$ cat src/rtl/bsg_tx_pkg.sv
// Shared types and line levels for the bsg serial transmitter.
package bsg_tx_pkg;
  typedef enum logic [2:0] {IDLE, START, DATA, PARITY, STOP} tx_state_t;

  localparam logic IDLE_LEVEL  = 1'b1;
  localparam logic START_LEVEL = 1'b0;
  localparam logic STOP_LEVEL  = 1'b1;
endpackage

$ cat src/rtl/bsg_tx_fifo.sv
// Small synchronous FIFO feeding the serializer; read data is combinational from the head.
module bsg_tx_fifo #(
  parameter int DATA_WIDTH = 8,
  parameter int FIFO_DEPTH = 4
) (
  input  logic                                  SYS_CLK,
  input  logic                                  rst,
  input  logic                                  push,
  input  logic                                  pop,
  input  logic [DATA_WIDTH-1:0]                 wr_data,
  output logic [DATA_WIDTH-1:0]                 rd_data,
  output logic                                  full,
  output logic                                  empty,
  output logic [$clog2(FIFO_DEPTH+1)-1:0]       count
);
  localparam int AW = $clog2(FIFO_DEPTH);
  localparam int CW = $clog2(FIFO_DEPTH+1);

  logic [DATA_WIDTH-1:0] mem [FIFO_DEPTH];
  logic [AW-1:0]         wptr, rptr;
  logic                  do_push, do_pop;

  assign full    = (count == CW'(FIFO_DEPTH));
  assign empty   = (count == '0);
  assign do_push = push && !full;
  assign do_pop  = pop && !empty;
  assign rd_data = mem[rptr];

  // Storage is not reset; count/pointers alone define validity.
  always_ff @(posedge SYS_CLK) begin
    if (do_push) mem[wptr] <= wr_data;
  end

  always_ff @(posedge SYS_CLK or negedge rst) begin
    if (!rst) begin
      wptr  <= '0;
      rptr  <= '0;
      count <= '0;
    end else begin
      if (do_push) wptr <= wptr + AW'(1);
      if (do_pop)  rptr <= rptr + AW'(1);
      case ({do_push, do_pop})
        2'b10:   count <= count + CW'(1);
        2'b01:   count <= count - CW'(1);
        default: count <= count;
      endcase
    end
  end
endmodule

$ cat src/rtl/bsg_tx_serializer.sv
// Framed serial transmitter: start, data LSB first, even parity, stop; back-to-back frames when buffered.
module bsg_tx_serializer
  import bsg_tx_pkg::*;
#(
  parameter int DATA_WIDTH   = 8,
  parameter int FIFO_DEPTH   = 4,
  parameter int CLKS_PER_BIT = 4
) (
  input  logic                              SYS_CLK,
  input  logic                              rst,
  input  logic                              in_valid,
  input  logic [DATA_WIDTH-1:0]             in_data,
  output logic                              in_ready,
  output logic                              tx_bit,
  output logic                              tx_active,
  output logic                              tx_done,
  output logic [$clog2(FIFO_DEPTH+1)-1:0]   fifo_count
);
  localparam int CW = (CLKS_PER_BIT > 1) ? $clog2(CLKS_PER_BIT) : 1;
  localparam int IW = (DATA_WIDTH > 1) ? $clog2(DATA_WIDTH) : 1;

  tx_state_t             state;
  logic                  enable;
  logic [CW-1:0]         bit_cnt;
  logic [IW-1:0]         bit_idx;
  logic [DATA_WIDTH-1:0] shreg, sh_next, rd_data;
  logic                  parity, full, empty, push, pop, bit_last;

  assign bit_last  = (bit_cnt == CW'(CLKS_PER_BIT-1));
  assign in_ready  = enable && !full;
  assign push      = in_valid && in_ready;
  // Pop from idle, or in the final stop cycle so the next start bit follows with no gap.
  assign pop       = !empty && ((state == IDLE) || (state == STOP && bit_last));
  assign tx_active = (state != IDLE);
  assign tx_done   = (state == STOP) && bit_last;
  assign sh_next   = shreg >> 1;

  bsg_tx_fifo #(.DATA_WIDTH(DATA_WIDTH), .FIFO_DEPTH(FIFO_DEPTH)) u_fifo (
    .SYS_CLK (SYS_CLK),
    .rst     (rst),
    .push    (push),
    .pop     (pop),
    .wr_data (in_data),
    .rd_data (rd_data),
    .full    (full),
    .empty   (empty),
    .count   (fifo_count)
  );

  always_ff @(posedge SYS_CLK or negedge rst) begin
    if (!rst) enable <= 1'b0;
    else      enable <= 1'b1;
  end

  always_ff @(posedge SYS_CLK or negedge rst) begin
    if (!rst) begin
      state   <= IDLE;
      bit_cnt <= '0;
      bit_idx <= '0;
      shreg   <= '0;
      parity  <= 1'b0;
      tx_bit  <= IDLE_LEVEL;
    end else begin
      bit_cnt <= bit_last ? '0 : bit_cnt + CW'(1);
      if (pop) begin
        shreg   <= rd_data;
        parity  <= ^rd_data;
        state   <= START;
        bit_cnt <= '0;
        tx_bit  <= START_LEVEL;
      end else begin
        case (state)
          IDLE: begin
            bit_cnt <= '0;
            tx_bit  <= IDLE_LEVEL;
          end
          START: if (bit_last) begin
            state   <= DATA;
            bit_idx <= '0;
            tx_bit  <= shreg[0];
          end
          DATA: if (bit_last) begin
            if (bit_idx == IW'(DATA_WIDTH-1)) begin
              state  <= PARITY;
              tx_bit <= parity;
            end else begin
              shreg   <= sh_next;
              bit_idx <= bit_idx + IW'(1);
              tx_bit  <= sh_next[0];
            end
          end
          PARITY: if (bit_last) begin
            state  <= STOP;
            tx_bit <= STOP_LEVEL;
          end
          STOP: if (bit_last) begin
            state  <= IDLE;
            tx_bit <= IDLE_LEVEL;
          end
          default: state <= IDLE;
        endcase
      end
    end
  end
endmodule

$ cat config.mk
export PLATFORM = sky130hd
export DESIGN_NAME = bsg_tx_serializer
export DESIGN_NICKNAME = d
export VERILOG_FILES = /design/src/rtl/bsg_tx_pkg.sv /design/src/rtl/bsg_tx_fifo.sv /design/src/rtl/bsg_tx_serializer.sv
export SDC_FILE = /design/constraint.sdc
export NUM_CORES = 1
export LEC_CHECK = 0
export CORE_MARGIN = 2
export CORE_UTILIZATION = 50
export DETAILED_ROUTE_END_ITERATION = 8
export PLACE_DENSITY = 0.68
export SYNTH_ARGS = -nofsm -noshare
export SYNTH_HDL_FRONTEND = slang
export SYNTH_SLANG_ARGS = --single-unit
$ cat constraint.sdc
create_clock -name SYS_CLK -period 2.25 [get_ports SYS_CLK]
set_input_delay 0.3375 -clock SYS_CLK [delete_from_list [all_inputs] [get_ports SYS_CLK]]
set_output_delay 0.3375 -clock SYS_CLK [all_outputs]
set_load 0.02 [all_outputs]
==> impl_metrics.ini <==
[critical_path]
max_stage_delay_ps = 560
worst_path_max_delay_cell = clkdlybuf4s50_1
path_class = register to output port
crit_chain = buf_4 -> or3_1 -> clkdlybuf4s50_1
start_kind = register
crit_required_ps = 1910
critical_path_arrival_ps = 1820
cp-startpoint = state[0]$_DFFE_PN0P_
cp_max_fo = 12
worstSetupEndpointType = output port
reg2reg_setup_slack_ps = 170
regToRegStartpoint = bit_idx[0]$_DFFE_PN0P_

[layout]
mostFrequentLayoutCell = edfxtp_1
num_antenna_cells = 0
drive_gt1_share_pct = 16.5
finish.net_count = 228
syn2layout_area_growth_pct = 19.4
layout_common_cells = 32 x edfxtp_1, 25 x dfrtp_1, 17 x nand2_1
finish.utilization_pct = 60.9

[grt]
overflow = 0
antenna_found_initial = 0
grtUsageTotal_pct = 17.1
grt_start_max_net_pins = 27
grt_pass1_wl_um = 6840
grt_pass1_vias = 1488

[clock_tree]
cts_root_buffer = clkbuf_8
ctsResizeCount = 0
numCtsBuffers = 9
numClockSinks = 58
clk_pin_slew_ps = 70
post-cts-setup-buffers = 0
clkLatencyLatePin_ps = 330
cts_hold_buf = 0
cts_buffer_depth = 2
cts_tree = built
h-tree-depth = 3

[timing]
finalCritPeriodShare_pct = 96.0
setup_tns_ps = 0
fmax_mhz = 463
finClkSkew_ps = 6.82
period_minus_slack_ps = 2160
setup_viol = 0
hold_viol_final = 0
rsz0062_at_grt = false
slew_violations = 0

[power]
switching_power_mw = 1.39
seq_power_share_pct = 37.8
vdd_drop_max_uv = 657
leakagePower_nw = 1.24
powerDensity_nw_per_um2 = 1400
combPwrFrac_pct = 38.6
p_clk_share_pct = 23.6
sw_frac_of_total_pct = 32.8
internal-power_mw = 2.86

[synthesis]
synth_area_um2 = 2550
yosysWarnings = 0
syn_area_per_cell_um2 = 14.3
syn_nets = 199
ys_ff_latch = 58
synth.yosys.seq_area_share_pct = 63.1
syn_inst = 179
ys_types = 36

[route]
ant_nets = 0
avgViaCountPerCell = 5.04
vias = 1420
drt_iter0_drc = 63
drt_pass1_iterations = 4
drt-wirelength-per-cell_um = 14.6
drcViolationCount = 0
wl_um = 4110

[floorplan]
core_area_um2 = 5010
die_width_um = 75.5
io_pins = 18
die_h_um = 75.5
rows = 26
start_util_pct = 51.0
dieArea_um2 = 5700

[place]
io_buffers = 17
hpwl_um = 2930
gp_congestion = 0.739

[hold_path]
hp-class = input port to async pin

[flow_run]
cap_viol_max_count = 0

[status]
outcome = finished, final reports clean
## registers in the layout (all words and copies together), names as in the netlist
| name | cells |
|---|---|
| bit_cnt | 2 |
| bit_idx | 3 |
| enable | 1 |
| parity | 1 |
| shreg | 8 |
| state | 3 |
| tx_bit | 1 |
| u_fifo.count | 3 |
| u_fifo.mem | 32 |
| u_fifo.rptr | 2 |
| u_fifo.wptr | 2 |
## logic make-up after synthesis
| kind of cell | Yosys count | synth area share [%] |
|---|---|---|
| and+or+nand+nor | 39 | 7.10 |
| xor gates and xnor gates | 14 | 4.80 |
| muxes | 17 | 10.6 |
| DFF | 58 | 63.1 |
| AOI/OAI and AO/OA | 27 | 7.05 |
| adders and majority gates | 9 | 4.70 |
| buffers and inverters | 14 | 2.45 |
| other | 1 | 0.147 |
## per-layer routing
layer	track usage (%)	part of all wire, %
met5	0	0
met4	9.36	1.2
met3	5.16	3.5
met2	27.9	53
met1	20.2	43
## worst max-delay path, delay by kind of cell (launching register included)
family | cells | cell delay, ps
buf+inv | 2 | 730
flops | 1 | 380
simple gates | 1 | 390
## through the flow
step,std cells,hold WS (ps),setup WS [ps],area (um^2),power [mW]
final,282,371,89.6,3050,4.26
after global routing,282,405,10.1,3050,4.56
after CTS,282,373,62.7,3050,4.32
after detailed placement,267,449,-12.7,2840,3.31
after global placement,267,430,145,2840,3.20
after floorplan,179,41.9,-42.6,2560,2.85
## cell type report
type                            instances  area, um^2
Clock buffer                            9         124
Clock inverter                          6        82.6
Fill cell                             419        1960
Inverter                                7        26.3
Multi-Input combinational cell        107         886
Sequential cell                        58        1610
Tap cell                               70        87.6
Timing Repair Buffer                   25         233
## synth_stat cells, drive strengths merged
| library cell | instances | share of area [%] |
|---|---|---|
| a211o | 1 | 0.34 |
| a21boi | 1 | 0.29 |
| a21oi | 1 | 0.20 |
| a22o | 5 | 1.7 |
| a2bb2oi | 1 | 0.34 |
| a31oi | 2 | 0.49 |
| and2 | 1 | 0.25 |
| and3 | 5 | 1.2 |
| buf | 2 | 0.64 |
| clkbuf | 5 | 0.78 |
| conb | 1 | 0.15 |
| dfrtp | 25 | 24 |
| dfstp | 1 | 1.0 |
| edfxtp | 32 | 38 |
| fa | 1 | 0.78 |
| ha | 8 | 3.9 |
| inv | 7 | 1.0 |
| mux2 | 1 | 0.44 |
| mux2i | 8 | 3.1 |
| mux4 | 8 | 7.1 |
| nand2 | 17 | 2.5 |
| nand2b | 3 | 0.73 |
| nor2 | 8 | 1.2 |
| nor2b | 2 | 0.49 |
| nor3 | 1 | 0.20 |
| nor3b | 1 | 0.29 |
| o21ai | 12 | 2.4 |
| o21bai | 2 | 0.59 |
| o311a | 1 | 0.39 |
| o32ai | 1 | 0.34 |
| or3 | 1 | 0.25 |
| xnor2 | 10 | 3.4 |
| xor2 | 4 | 1.4 |
## power groups by stage
stage | Combinational, mW | Clock (mW) | Sequential [mW]
finish | 1.64 | 1.00 | 1.61
global placement | 1.58 | 0 | 1.62
global route | 1.85 | 1.06 | 1.65
CTS | 1.68 | 1.03 | 1.62
floorplan | 1.24 | 0 | 1.61
detailed placement | 1.67 | 0 | 1.64
## final timing paths
kind	to	depth (start not counted)
max in group asynchronous	tx_bit$_DFFE_PN1P_	2
setup reg to reg	shreg[0]$_DFFE_PN0P_	6
hold / removal	bit_idx[0]$_DFFE_PN0P_	2
min in group SYS_CLK	bit_cnt[0]$_DFF_PN0_	1
setup / recovery	tx_active	3
hold reg to reg	bit_cnt[0]$_DFF_PN0_	1
(Power assumes the default switching activity.)
